--- src/rtl/uart_8n1_reg_bridge_pkg.sv ---
// rtl/uart_8n1_reg_bridge_pkg.sv - opcodes, reply codes and FSM encoding for the UART register bridge
package uart_8n1_reg_bridge_pkg;

  typedef logic [7:0] byte_t;

  localparam byte_t OP_WRITE = 8'h57;
  localparam byte_t OP_READ  = 8'h52;
  localparam byte_t RSP_ACK  = 8'h06;
  localparam byte_t RSP_NAK  = 8'h15;

  localparam logic [2:0] S_IDLE      = 3'd0;
  localparam logic [2:0] S_GET_ADDR  = 3'd1;
  localparam logic [2:0] S_GET_DATA  = 3'd2;
  localparam logic [2:0] S_BUS       = 3'd3;
  localparam logic [2:0] S_SEND      = 3'd4;
  localparam logic [2:0] S_SEND_WAIT = 3'd5;

  function automatic logic is_cmd_op(input byte_t b);
    return (b == OP_WRITE) || (b == OP_READ);
  endfunction

endpackage

--- src/rtl/uart_8n1_reg_bridge_if.sv ---
// rtl/uart_8n1_reg_bridge_if.sv - UART byte port and register bus seen by the bridge
interface uart_8n1_reg_bridge_if;
  logic [7:0] uart_rx_data;
  logic       uart_rx_full;
  logic       uart_rx_error;
  logic       uart_rx_read;
  logic [7:0] uart_tx_data;
  logic       uart_tx_write;
  logic       uart_tx_empty;
  logic [7:0] reg_addr;
  logic [7:0] reg_wdata;
  logic       reg_we;
  logic       reg_req;
  logic [7:0] reg_rdata;
  logic       reg_ack;
  logic       busy;

  modport master (
    input  uart_rx_data, uart_rx_full, uart_rx_error, uart_tx_empty, reg_rdata, reg_ack,
    output uart_rx_read, uart_tx_data, uart_tx_write, reg_addr, reg_wdata, reg_we, reg_req, busy
  );

  modport slave (
    output uart_rx_data, uart_rx_full, uart_rx_error, uart_tx_empty, reg_rdata, reg_ack,
    input  uart_rx_read, uart_tx_data, uart_tx_write, reg_addr, reg_wdata, reg_we, reg_req, busy
  );
endinterface

--- src/rtl/uart_8n1_reg_bridge_timeout_counter.sv ---
// rtl/uart_8n1_reg_bridge_timeout_counter.sv - saturating cycle counter, expired on the LIMIT-th enabled cycle
module uart_8n1_reg_bridge_timeout_counter #(
  parameter int LIMIT = 255
) (
  input  logic clk,
  input  logic rst,
  input  logic clear,
  input  logic enable,
  output logic expired
);
  localparam int W = $clog2(LIMIT + 1);
  localparam logic [W-1:0] LAST = W'(LIMIT - 1);

  logic [W-1:0] cnt_q, cnt_d;

  always_comb begin
    cnt_d = cnt_q;
    if (clear)
      cnt_d = '0;
    else if (enable && cnt_q != LAST)
      cnt_d = cnt_q + 1'b1;
  end

  always_ff @(posedge clk or posedge rst) begin
    if (rst) cnt_q <= '0;
    else     cnt_q <= cnt_d;
  end

  assign expired = enable && (cnt_q == LAST);
endmodule

--- src/rtl/uart_8n1_reg_bridge.sv ---
// rtl/uart_8n1_reg_bridge.sv - turns 'W' addr data / 'R' addr UART commands into register bus accesses
module uart_8n1_reg_bridge
  import uart_8n1_reg_bridge_pkg::*;
#(
  parameter int BYTE_TIMEOUT_CYCLES = 1_000_000,
  parameter int BUS_TIMEOUT_CYCLES  = 255
) (
  input  logic                      clk,
  input  logic                      reset,
  uart_8n1_reg_bridge_if.master     bus
);
  logic [2:0] state_q, state_d;
  byte_t      reg_addr_q, reg_addr_d;
  byte_t      reg_wdata_q, reg_wdata_d;
  logic       reg_we_q, reg_we_d;
  logic       reg_req_q, reg_req_d;
  byte_t      tx_data_q, tx_data_d;
  logic       tx_write_q, tx_write_d;

  logic accept, in_get, byte_expired, bus_expired;

  assign accept = bus.uart_rx_full && !bus.uart_rx_error;
  assign in_get = (state_q == S_GET_ADDR) || (state_q == S_GET_DATA);

  uart_8n1_reg_bridge_timeout_counter #(.LIMIT(BYTE_TIMEOUT_CYCLES)) u_byte_tmo (
    .clk(clk), .rst(reset), .clear(!in_get || accept), .enable(in_get), .expired(byte_expired)
  );

  uart_8n1_reg_bridge_timeout_counter #(.LIMIT(BUS_TIMEOUT_CYCLES)) u_bus_tmo (
    .clk(clk), .rst(reset), .clear(!reg_req_q), .enable(reg_req_q), .expired(bus_expired)
  );

  always_comb begin
    state_d     = state_q;
    reg_addr_d  = reg_addr_q;
    reg_wdata_d = reg_wdata_q;
    reg_we_d    = reg_we_q;
    reg_req_d   = reg_req_q;
    tx_data_d   = tx_data_q;
    tx_write_d  = 1'b0;
    case (state_q)
      S_IDLE: if (accept) begin
        reg_we_d = (bus.uart_rx_data == OP_WRITE);
        if (is_cmd_op(bus.uart_rx_data)) begin
          state_d = S_GET_ADDR;
        end else begin
          tx_data_d = RSP_NAK;
          state_d   = S_SEND;
        end
      end
      S_GET_ADDR: begin
        if (bus.uart_rx_error) begin
          state_d = S_IDLE;
        end else if (accept) begin
          reg_addr_d = bus.uart_rx_data;
          if (reg_we_q) begin
            state_d = S_GET_DATA;
          end else begin
            reg_req_d = 1'b1;
            state_d   = S_BUS;
          end
        end else if (byte_expired) begin
          state_d = S_IDLE;
        end
      end
      S_GET_DATA: begin
        if (bus.uart_rx_error) begin
          state_d = S_IDLE;
        end else if (accept) begin
          reg_wdata_d = bus.uart_rx_data;
          reg_req_d   = 1'b1;
          state_d     = S_BUS;
        end else if (byte_expired) begin
          state_d = S_IDLE;
        end
      end
      // An ack in the same cycle as the timeout still wins.
      S_BUS: begin
        if (reg_req_q && bus.reg_ack) begin
          reg_req_d = 1'b0;
          tx_data_d = reg_we_q ? RSP_ACK : bus.reg_rdata;
          state_d   = S_SEND;
        end else if (bus_expired) begin
          reg_req_d = 1'b0;
          tx_data_d = RSP_NAK;
          state_d   = S_SEND;
        end
      end
      S_SEND: if (bus.uart_tx_empty) begin
        tx_write_d = 1'b1;
        state_d    = S_SEND_WAIT;
      end
      // tx_write_q is high only in the first SEND_WAIT cycle, when empty is still stale.
      S_SEND_WAIT: if (!tx_write_q && bus.uart_tx_empty) begin
        tx_data_d = '0;
        state_d   = S_IDLE;
      end
      default: state_d = S_IDLE;
    endcase
  end

  always_ff @(posedge clk or posedge reset) begin
    if (reset) begin
      state_q     <= S_IDLE;
      reg_addr_q  <= '0;
      reg_wdata_q <= '0;
      reg_we_q    <= 1'b0;
      reg_req_q   <= 1'b0;
      tx_data_q   <= '0;
      tx_write_q  <= 1'b0;
    end else begin
      state_q     <= state_d;
      reg_addr_q  <= reg_addr_d;
      reg_wdata_q <= reg_wdata_d;
      reg_we_q    <= reg_we_d;
      reg_req_q   <= reg_req_d;
      tx_data_q   <= tx_data_d;
      tx_write_q  <= tx_write_d;
    end
  end

  assign bus.uart_rx_read  = bus.uart_rx_full;
  assign bus.uart_tx_data  = tx_data_q;
  assign bus.uart_tx_write = tx_write_q;
  assign bus.reg_addr      = reg_addr_q;
  assign bus.reg_wdata     = reg_wdata_q;
  assign bus.reg_we        = reg_we_q;
  assign bus.reg_req       = reg_req_q;
  assign bus.busy          = (state_q != S_IDLE);
endmodule

--- src/flat_wrapper.sv ---
// flat-port wrapper written by rule: the top's interface ports become plain ports
module uart_8n1_reg_bridge_flat import uart_8n1_reg_bridge_pkg::*;
#(
  parameter int BYTE_TIMEOUT_CYCLES = 1_000_000,
  parameter int BUS_TIMEOUT_CYCLES  = 255
)
  (clk, reset, bus_uart_rx_data, bus_uart_rx_full, bus_uart_rx_error, bus_uart_tx_empty, bus_reg_rdata, bus_reg_ack, bus_uart_rx_read, bus_uart_tx_data, bus_uart_tx_write, bus_reg_addr, bus_reg_wdata, bus_reg_we, bus_reg_req, bus_busy);
  uart_8n1_reg_bridge_if bus_i ();
  input  logic clk;
  input  logic reset;
  input wire logic [$bits(bus_i.uart_rx_data)-1:0] bus_uart_rx_data;
  input wire logic [$bits(bus_i.uart_rx_full)-1:0] bus_uart_rx_full;
  input wire logic [$bits(bus_i.uart_rx_error)-1:0] bus_uart_rx_error;
  input wire logic [$bits(bus_i.uart_tx_empty)-1:0] bus_uart_tx_empty;
  input wire logic [$bits(bus_i.reg_rdata)-1:0] bus_reg_rdata;
  input wire logic [$bits(bus_i.reg_ack)-1:0] bus_reg_ack;
  output wire logic [$bits(bus_i.uart_rx_read)-1:0] bus_uart_rx_read;
  output wire logic [$bits(bus_i.uart_tx_data)-1:0] bus_uart_tx_data;
  output wire logic [$bits(bus_i.uart_tx_write)-1:0] bus_uart_tx_write;
  output wire logic [$bits(bus_i.reg_addr)-1:0] bus_reg_addr;
  output wire logic [$bits(bus_i.reg_wdata)-1:0] bus_reg_wdata;
  output wire logic [$bits(bus_i.reg_we)-1:0] bus_reg_we;
  output wire logic [$bits(bus_i.reg_req)-1:0] bus_reg_req;
  output wire logic [$bits(bus_i.busy)-1:0] bus_busy;
  assign bus_i.uart_rx_data = bus_uart_rx_data;
  assign bus_i.uart_rx_full = bus_uart_rx_full;
  assign bus_i.uart_rx_error = bus_uart_rx_error;
  assign bus_i.uart_tx_empty = bus_uart_tx_empty;
  assign bus_i.reg_rdata = bus_reg_rdata;
  assign bus_i.reg_ack = bus_reg_ack;
  assign bus_uart_rx_read = bus_i.uart_rx_read;
  assign bus_uart_tx_data = bus_i.uart_tx_data;
  assign bus_uart_tx_write = bus_i.uart_tx_write;
  assign bus_reg_addr = bus_i.reg_addr;
  assign bus_reg_wdata = bus_i.reg_wdata;
  assign bus_reg_we = bus_i.reg_we;
  assign bus_reg_req = bus_i.reg_req;
  assign bus_busy = bus_i.busy;
  uart_8n1_reg_bridge #(.BYTE_TIMEOUT_CYCLES(BYTE_TIMEOUT_CYCLES), .BUS_TIMEOUT_CYCLES(BUS_TIMEOUT_CYCLES)) u_core (.clk(clk), .reset(reset), .bus(bus_i));
endmodule
--- config.mk ---
export PLATFORM = sky130hd
export DESIGN_NAME = uart_8n1_reg_bridge_flat
export DESIGN_NICKNAME = d
export VERILOG_FILES = /design/src/rtl/uart_8n1_reg_bridge_pkg.sv /design/src/rtl/uart_8n1_reg_bridge_if.sv /design/src/rtl/uart_8n1_reg_bridge_timeout_counter.sv /design/src/rtl/uart_8n1_reg_bridge.sv /design/src/flat_wrapper.sv
export SDC_FILE = /design/constraint.sdc
export NUM_CORES = 1
export LEC_CHECK = 0
export BUFFER_PORTS_ARGS = -buffer_cell sky130_fd_sc_hd__buf_2
export CAP_MARGIN = 20
export CORE_ASPECT_RATIO = 0.5
export CORE_MARGIN = 2
export CORE_UTILIZATION = 45
export DETAILED_ROUTE_END_ITERATION = 10
export PLACE_DENSITY = 0.76
export SKIP_LAST_GASP = 1
export SLEW_MARGIN = 30
export SYNTH_ARGS = -nofsm -noshare
export SYNTH_HDL_FRONTEND = slang
export SYNTH_SLANG_ARGS = --single-unit
--- constraint.sdc ---
create_clock -name clk -period 3 [get_ports clk]
set_input_delay 0.15 -clock clk [delete_from_list [all_inputs] [get_ports clk]]
set_output_delay 0.15 -clock clk [all_outputs]
set_load 0.005 [all_outputs]
* Yosys cells after proc, flatten, opt, wreduce, memory -nomap -nowiden
Cells that the tools add are included.
** Word-level totals
- Logic and storage cells :: 92
- Flip-flop bits (word level) :: 58
** Cells by class
- Multiplexer cells :: 34
- Bitwise operators :: 1
- Reduce and logical (&&, ||, !) cells :: 24
- Add/sub/neg operators :: 2
- Equal/unequal tests :: 22
** Operators with widths (number)
- $mux W8 :: 8
- $mux W20 :: 2
- $mux W3 :: 11
- $pmux W8 S3 :: 1
- $add A20 B1 Y20 const B :: 1
- $eq A20 B20 Y1 const B :: 1
- $ne A20 B20 Y1 const B :: 1
- $pmux W3 S6 :: 1
- $eq A8 B7 Y1 const B :: 2
- $ne A2 B2 Y1 const B :: 6
- $mux W1 :: 10
- $reduce_bool A3 Y1 :: 3
- $add A8 B1 Y8 const B :: 1
- $eq A8 B8 Y1 const B :: 1
- $ne A2 B1 Y1 const B :: 4
- $ne A8 B8 Y1 const B :: 1
- $logic_and A1 B1 Y1 :: 7
- $reduce_and A7 Y1 :: 1
- $eq A3 B2 Y1 const B :: 2
- $eq A3 B3 Y1 const B :: 2
- $reduce_and A3 Y1 :: 2
- $reduce_and A5 Y1 :: 1
- $reduce_and A4 Y1 :: 1
- $eq A3 B1 Y1 const B :: 1
- other kinds (8) :: 12

* Longest topological paths before layout
Gate-level depths: netlist of run 1.
- Depth after elaboration :: 7
- Gate-level depth with buffers :: 8
- Mapped depth without buffers :: 7

* Modules after synthesis
Synthesis of run 1 repeated with hierarchy kept, for this count alone.
** Unflattened totals
- Cells, all modules :: 299
- Area, all modules :: 3155.5 µm²
** Modules (own cells, without submodules)
- uart_8n1_reg_bridge :: instances 1, seq. area each 750.7 µm², area each 1455.1 µm², cells an instance 122
- uart_8n1_reg_bridge_timeout_counter (u_core.u_byte_tmo) :: instances 1, seq. area each 500.5 µm², area each 1217.4 µm², cells an instance 127
- uart_8n1_reg_bridge_timeout_counter (u_core.u_bus_tmo) :: instances 1, seq. area each 200.2 µm², area each 483.0 µm², cells an instance 50

* Worst setup path after synthesis of run 1
Ideal clock, no wire load.
- Path kind :: reg-to-reg
- Start point :: register u_core.u_bus_tmo.cnt_q[0]
- End point :: register u_core.tx_data_q[0] (netlist: u_core.bus.uart_tx_data[0])
- Path slack :: 1.190 ns
- Arrival :: 1.685 ns
- Stages on the path, launching flop included :: 9
- Clock period less this slack :: 1.810 ns
- Setup time :: 0.125 ns
- Cell sequence :: dfrtp_1 -> inv_1 -> ha_1 -> nand3_1 -> or2_1 -> buf_6 -> a32oi_4 -> nand2_4 -> mux2_4
** Between the ends
- Word-level cells in the longest chain between the ends :: 4
** Ends and longest elaborated chain
- start, declared :: line uart_8n1_reg_bridge_timeout_counter.sv:14 : logic [W-1:0] cnt_q, cnt_d;
- start signal, assigned :: line uart_8n1_reg_bridge_timeout_counter.sv:26 : else cnt_q <= cnt_d;
- $eq A8 B8 Y1 :: line uart_8n1_reg_bridge_timeout_counter.sv:29 : assign expired = enable && (cnt_q == LAST);
- $logic_and A1 B1 Y1 :: line uart_8n1_reg_bridge_timeout_counter.sv:29
- $ne A3 B1 Y1 (no source line)
- $reduce_and A5 Y1 (no source line)
- end signal, assigned :: line uart_8n1_reg_bridge.sv:117 : tx_data_q <= tx_data_d;
- end, declared :: line uart_8n1_reg_bridge.sv:17 : byte_t tx_data_q, tx_data_d;
No other way between the ends.
A chain may end at the register's enable or synchronous reset.

* Worst setup path after layout of run 1
- Start point :: register u_core.u_bus_tmo.cnt_q[0]
- End point :: register u_core.tx_data_q[2] (netlist: u_core.bus.uart_tx_data[2])
The elaborated chain is that of the path after synthesis.

==> results of run 1 <==
==> Yosys cell counts, types with 2 or more instances <==
cell type	n	share of area, %
or3_1	3	0.64
mux2i_1	3	1.0
a31oi_1	2	0.43
nor3_1	4	0.69
nor2b_1	8	1.7
o211ai_1	2	0.52
nand3_1	10	1.7
a22o_2	4	1.4
buf_2	3	0.52
xnor2_1	8	2.4
inv_1	6	0.77
nor2_1	33	4.3
o21ai_0	12	2.1
nand2_1	17	2.2
xor2_1	13	3.9
dfrtp_1	58	50
a21oi_1	8	1.4
nand4_1	6	1.3
a21bo_2	2	0.69
nand2b_1	5	1.1
ha_1	3	1.3
mux2_4	3	1.5
or4_1	2	0.52
nor4_1	3	0.64
mux2_2	17	6.6
nor4b_1	3	0.90
and3_1	6	1.3
clkbuf_1	3	0.39
==> final cells by class <==
type | instances | area, um^2
Inverter | 6 | 22.5
Multi-Input combinational cell | 201 | 1390
Sequential cell | 58 | 1450
Clock buffer | 12 | 246
Fill cell | 516 | 2620
Tap cell | 88 | 110
Timing Repair Buffer | 53 | 275
Clock inverter | 3 | 40.0
==> what timing repair did <==
item | 4_1_cts | 5_1_grt
hold buffers | 1 | 0
endpoints found under the hold margin | 30 | 0
setup endpoints to repair | 0 | 0
==> cell usage in the layout, fill, tap and decap left out, drive strengths merged, types with 2 or more instances in the layout <==
cell	Yosys	final
o211ai	2	2
dfrtp	58	58
or2	2	2
ha	3	3
nor4b	3	3
nand3	10	10
or4	2	2
mux2i	3	3
inv	6	6
nand4	7	7
nand2	18	18
nand2b	5	5
o21ai	13	13
a21oi	8	8
xor2	13	13
xnor2	8	8
a21bo	2	2
or3	4	4
a31oi	2	2
nor3	4	4
nor2	33	33
mux2	20	20
a22o	4	4
nor2b	8	8
clkbuf	3	12
buf	5	52
clkinv	0	2
nor4	4	4
and3	7	7
==> registers in the layout, summed over array words and instances (netlist names) <==
register and flops:
u_core.bus.reg_addr 8, u_core.u_byte_tmo.cnt_q 20, u_core.state_q 3, u_core.bus.uart_tx_data 8
u_core.bus.uart_tx_write 1, u_core.bus.reg_wdata 8, u_core.bus.reg_we 1, u_core.bus.reg_req 1
u_core.u_bus_tmo.cnt_q 8
==> layer usage <==
layer	track usage, %	vias up
met1	22.2	1167
li1	-	1087
met4	11.5	0
met3	5.64	13
met5	0	-
met2	35.7	70
==> report_power, final <==
| group | internal, mW | switching [mW] |
|---|---|---|
| logic | 0.339 | 0.347 |
| clock network | 0.656 | 0.326 |
| registers | 0.956 | 0.152 |
==> cell families after synthesis <==
| family | count (synthesis) |
|---|---|
| buffers and inverters | 14 |
| multiplexers | 23 |
| flip-flops | 58 |
| AO/OA/AOI/OAI | 41 |
| XOR/XNOR | 21 |
| adder cells (fa/ha/maj) | 3 |
| AND/OR/NAND/NOR | 113 |
==> through the flow <==
| step | std cells | hold WS [ns] | cell area [um^2] | power (mW) | setup slack, ns |
|---|---|---|---|---|---|
| 2_1_floorplan | 273 | 0.287 | 2910 | 1.52 | 1.19 |
| 3_3_place_gp | 405 | 0.254 | 3240 | 1.75 | 1.10 |
| 3_5_place_dp | 405 | 0.281 | 3240 | 1.79 | 1.03 |
| 4_1_cts | 421 | 0.0460 | 3540 | 2.79 | 1.00 |
| 5_1_grt | 421 | 0.0566 | 3540 | 2.92 | 0.874 |
| 6_report | 421 | 0.0505 | 3540 | 2.78 | 1.01 |
==> path summary, 6_finish.rpt <==
| check | slack (ns) | end | startpoint |
|---|---|---|---|
| worst min register to register | 0.50 | u_core.bus.reg_wdata[3] | u_core.bus.reg_wdata[3] |
| max in group asynchronous | 1.71 | u_core.bus.reg_we | reset |
| worst max register to register | 1.01 | u_core.bus.uart_tx_data[2] | u_core.u_bus_tmo.cnt_q[0] |
| worst min-delay path | 0.05 | u_core.bus.uart_tx_data[6] | bus_reg_rdata[6] |
| worst max-delay path | 1.01 | u_core.bus.uart_tx_data[2] | u_core.u_bus_tmo.cnt_q[0] |
| min in group asynchronous | 0.46 | u_core.u_byte_tmo.cnt_q[15] | reset |
==> critical path: stages (launching register included) <==
cell and delay (ns):
dfrtp_1 0.42, inv_1 0.08, ha_1 0.16, nand3_1 0.09, or2_1 0.34, a32oi_4 0.30, nand2_4 0.15, mux2_4 0.32
==> impl_metrics.tcl, run 1 <==
set metrics [dict create \
    status "finished clean" \
    cp.required_ns 3.20 \
    port_buffers 50 \
    cts_tree "yes" \
    cts_setup_buffers 0 \
    finalSetupTns_ns 0 \
    hold_viol_final 0 \
    rsz0062_at_grt "false" \
    netlist_area_mm2 0.00291 \
    route.met3.wl_um 321 \
    syn_to_final_growth_pct 21.5 \
    synth_xor_area_share_pct 6.31 \
    cts-root-buf "clkbuf_16" \
    r2r_cells 7 \
    dieHeight_um 60.9 \
    grt_max_degree 32 \
    grt.total_usage_pct 19.8 \
    diodes 0 \
    clock_sinks 58 \
    synth_edf_count 0 \
    synth-compound-area-share_pct 10.1 \
    setup_viol 0 \
    min_path_cells 2 \
    async_flop_share_pct 100 \
    holdCritPathClass "input pin to register" \
    wl_met1_mm 2.79 \
    grt_pass1_wl_mm 11.0 \
    first_pass_iters 4 \
    clkTransAtPathRegs_ns 0.05 \
    cts_max_level 3 \
    clock_latency_ns 0.32 \
    clock.fmax_mhz 503 \
    worstSetupStartpointType "register" \
    power_density_mw_per_mm2 784 \
    grt_pass1_vias 2376 \
    grt_overflow 0 \
    die_x_um 118 \
    hpwl_mm 4.58 \
    clk_path_buf_depth 2 \
    rows 20 \
    io_pins 51 \
    slew_viol_final 0 \
    num_vias 2337 \
    cp.arrival_ns 2.19 \
    viasPerCell 5.55 \
    antenna_found_initial 0 \
    worstMarginPinSlew_ns 0.700 \
    maxUsedRoutingLayer "met4" \
    avgSynthCellArea_um2 10.7 \
    synth_top_family_by_area "simple AND/OR/NAND/NOR gates" \
    wl_met2_mm 3.46 \
    wl_per_cell_um 16.0 \
    synth_flop_cell "dfrtp_1" \
    drc 0 \
    synth_cell_types 54 \
    initial_core_util_pct 47.3 \
    nets 354 \
    dieArea_mm2 0.00717 \
    ys_ff_latch 58 \
    path_max_fanout 8 \
    cap_viol_max_count 0 \
    clock_skew_ns 0.00820 \
    ant_nets 0 \
    numCtsBuffers 9 \
    layout_min_cycle_time_ns 1.99 \
    synthSimpleGateAreaFrac_pct 21.0 \
    ir_drop_v 0.000344 \
    first_iter_violations 180 \
    muxShareOfSynthArea_pct 9.15 \
    drive_gt1_share_pct 30.0 \
    power_leakage_nw 1.63 \
    synthCells 273 \
    yosys.area_share.adder_pct 1.29 \
    fin_crit_sh_pct 66.3 \
    core_area_mm2 0.00616 \
    seq_area_frac_synth_pct 49.8 \
    postLayoutCoreUtil_pct 57.5 \
    place_congestion 0.818 \
    syn-num-nets 298 \
    post_cts_resized 0 \
    end_kind "register" \
    timing.slew.headroom_pct 52.9 \
    wl_mm 6.72 \
    crit_type "register to register" \
    ys_warn_count 0 \
]
Power figures use the tool's default switching activity.
==> run 2: changes to the inputs <==
PLACE_DENSITY = 0.79   (was 0.76)
clock period = 1.8 ns   (was 3 ns; I/O delays follow)
==> impl_metrics.tcl, run 2 (synthesis results as in run 1) <==
set metrics [dict create \
    status "finished clean" \
    clock_latency_ns 0.33 \
    cts_max_level 3 \
    rrSetupSlack_ns 0.06 \
    port_buffers 50 \
    grt_busiest_layer "met2" \
    crit_end "u_core.u_byte_tmo.cnt_q[18]" \
    power_leakage_nw 1.75 \
    layout_min_cycle_time_ns 1.74 \
    hpwl_mm 4.61 \
    hold_viol_final 0 \
    cp.required_ns 2.01 \
    cts_tree "yes" \
    syn_to_final_growth_pct 31.1 \
    timing.slew.headroom_pct 66.7 \
    end_kind "register" \
    hold_slack_ns 0.0232 \
    slew_viol_final 0 \
    grt.total_usage_pct 20.3 \
    r2r_cells 6 \
    grt_pass1_wl_mm 11.2 \
    min_path_cells 2 \
    ir_drop_v 0.000580 \
    path_max_fanout 4 \
    setup_viol 0 \
    drive_gt1_share_pct 37.8 \
    largest_register_ffs 20 \
    holdCritPathClass "input pin to register" \
    switchingPower_mw 1.43 \
    power_density_mw_per_mm2 1310 \
    met2_usage_pct 37.0 \
    postLayoutCoreUtil_pct 62.0 \
    die_x_um 118 \
    rsz0062_at_grt "true" \
    swShare_pct 28.5 \
    num_vias 2396 \
    clk_path_buf_depth 2 \
    wl_per_cell_um 15.4 \
    comb_power_share_pct 24.8 \
    nFillCells 472 \
    rows 20 \
    core_area_mm2 0.00616 \
    p_seq_share_pct 36.6 \
    largest_register "u_core.u_byte_tmo.cnt_q" \
    cellInternalPower_mw 3.59 \
    r2r_start "u_core.u_byte_tmo.cnt_q[0]" \
    grt.met3_usage_pct 6.95 \
    worstSetupStartpointType "register" \
    place_congestion 0.852 \
    clock_sinks 58 \
    layout_common_cells "dfrtp_1 (57), buf_2 (50), nor2_1 (33)" \
    dieHeight_um 60.9 \
    startpoint "u_core.u_byte_tmo.cnt_q[0]" \
    clkTransAtPathRegs_ns 0.06 \
    numCtsBuffers 9 \
    first_iter_violations 244 \
    worstMarginPinSlew_ns 0.487 \
    crit_type "register to register" \
    grt_pass1_vias 2361 \
    viasPerCell 5.38 \
    antenna_found_initial 0 \
    cp.arrival_ns 1.96 \
    clock_skew_ns 0.00640 \
    clock.fmax_mhz 574 \
    cap_viol_max_count 0 \
    r2r-end "u_core.u_byte_tmo.cnt_q[18]" \
    cts-root-buf "clkbuf_16" \
    grt_max_degree 24 \
    grt_overflow 0 \
    wl_mm 6.86 \
    nets 377 \
    mostFrequentLayoutCell "dfrtp_1" \
    dieArea_mm2 0.00717 \
    diodes 0 \
    io_pins 51 \
    clkPwrFrac_pct 38.6 \
    drc 0 \
    use_met1_pct 23.6 \
    ant_nets 0 \
    first_pass_iters 4 \
    initial_core_util_pct 47.3 \
    fin_crit_sh_pct 96.8 \
]
run 2: cell types whose count changed in the layout (fill, tap and decap cells not counted), moves of 3 or more:
cell           change
clkinvlp_4         +3
buf_4             +19
dlygate4sd3_1      +4
nor2b_1            -4
nor2b_2            +4
run 2: worst max-delay path, cell delays in order, from the launching register on:
cell,delay (ns)
dfrtp_1,0.40
ha_2,0.22
nand4_1,0.21
nor4b_2,0.42
nand3_1,0.16
xor2_1,0.16
nor2_1,0.06
run 2: worst min-delay path by stage:
| stage | from | end |
|---|---|---|
| after CTS | bus_uart_rx_data[7] | u_core.bus.reg_wdata[7] |
| final | bus_uart_rx_data[7] | u_core.bus.reg_wdata[7] |
| after global routing | bus_uart_rx_data[4] | u_core.bus.reg_addr[4] |
| after detailed placement | reset | u_core.u_byte_tmo.cnt_q[19] |
| after floorplan | bus_reg_rdata[3] | u_core.bus.uart_tx_data[3] |
| after global placement | reset | u_core.u_byte_tmo.cnt_q[13] |
run 2: cell type report:
class	count	area (um^2)	share of cell area [%]
Sequential cell	58	1450	38.0
Multi-Input combinational cell	201	1430	37.5
Timing Repair Buffer	76	458	12.0
Clock buffer	9	225	5.90
Clock inverter	7	118	3.08
Tap cell	88	110	2.88
Inverter	6	22.5	0.590
run 2: layer usage:
metal	wire, um	part of all wire [%]	vias to the layer above
li1	-	-	1140
met1	2890	42	1190
met2	3600	52	59
met3	309	4.5	7
met4	61	0.89	0
met5	0	0	-
run 2: repair_timing:
action / 4_1_cts / 5_1_grt
endpoints found under the setup margin: 0 / 17
hold buffers: 5 / 0
setup buffers: 0 / 5
hold endpoints to repair: 24 / 0
gates resized for setup: 0 / 15
run 2: stage by stage:
step | power [mW] | setup WS, ns | std cells | setup TNS (ns) | cell area [um^2]
global route | 5.29 | -0.0315 | 445 | -0.0661 | 3820
detailed placement | 3.04 | 0.0373 | 419 | 0 | 3350
floorplan | 2.54 | -0.00962 | 273 | -0.0289 | 2910
CTS | 5.01 | 0.0293 | 440 | 0 | 3740
finish | 5.02 | 0.0575 | 445 | 0 | 3820
global placement | 2.98 | 0.103 | 419 | 0 | 3350
run 2: power groups by stage:
stage	combinational, mW	sequential, mW	clock (mW)
2_1_floorplan	0.746	1.79	0
3_3_place_gp	1.16	1.82	0
3_5_place_dp	1.20	1.85	0
4_1_cts	1.23	1.82	1.96
5_1_grt	1.40	1.88	2.01
6_report	1.25	1.84	1.94
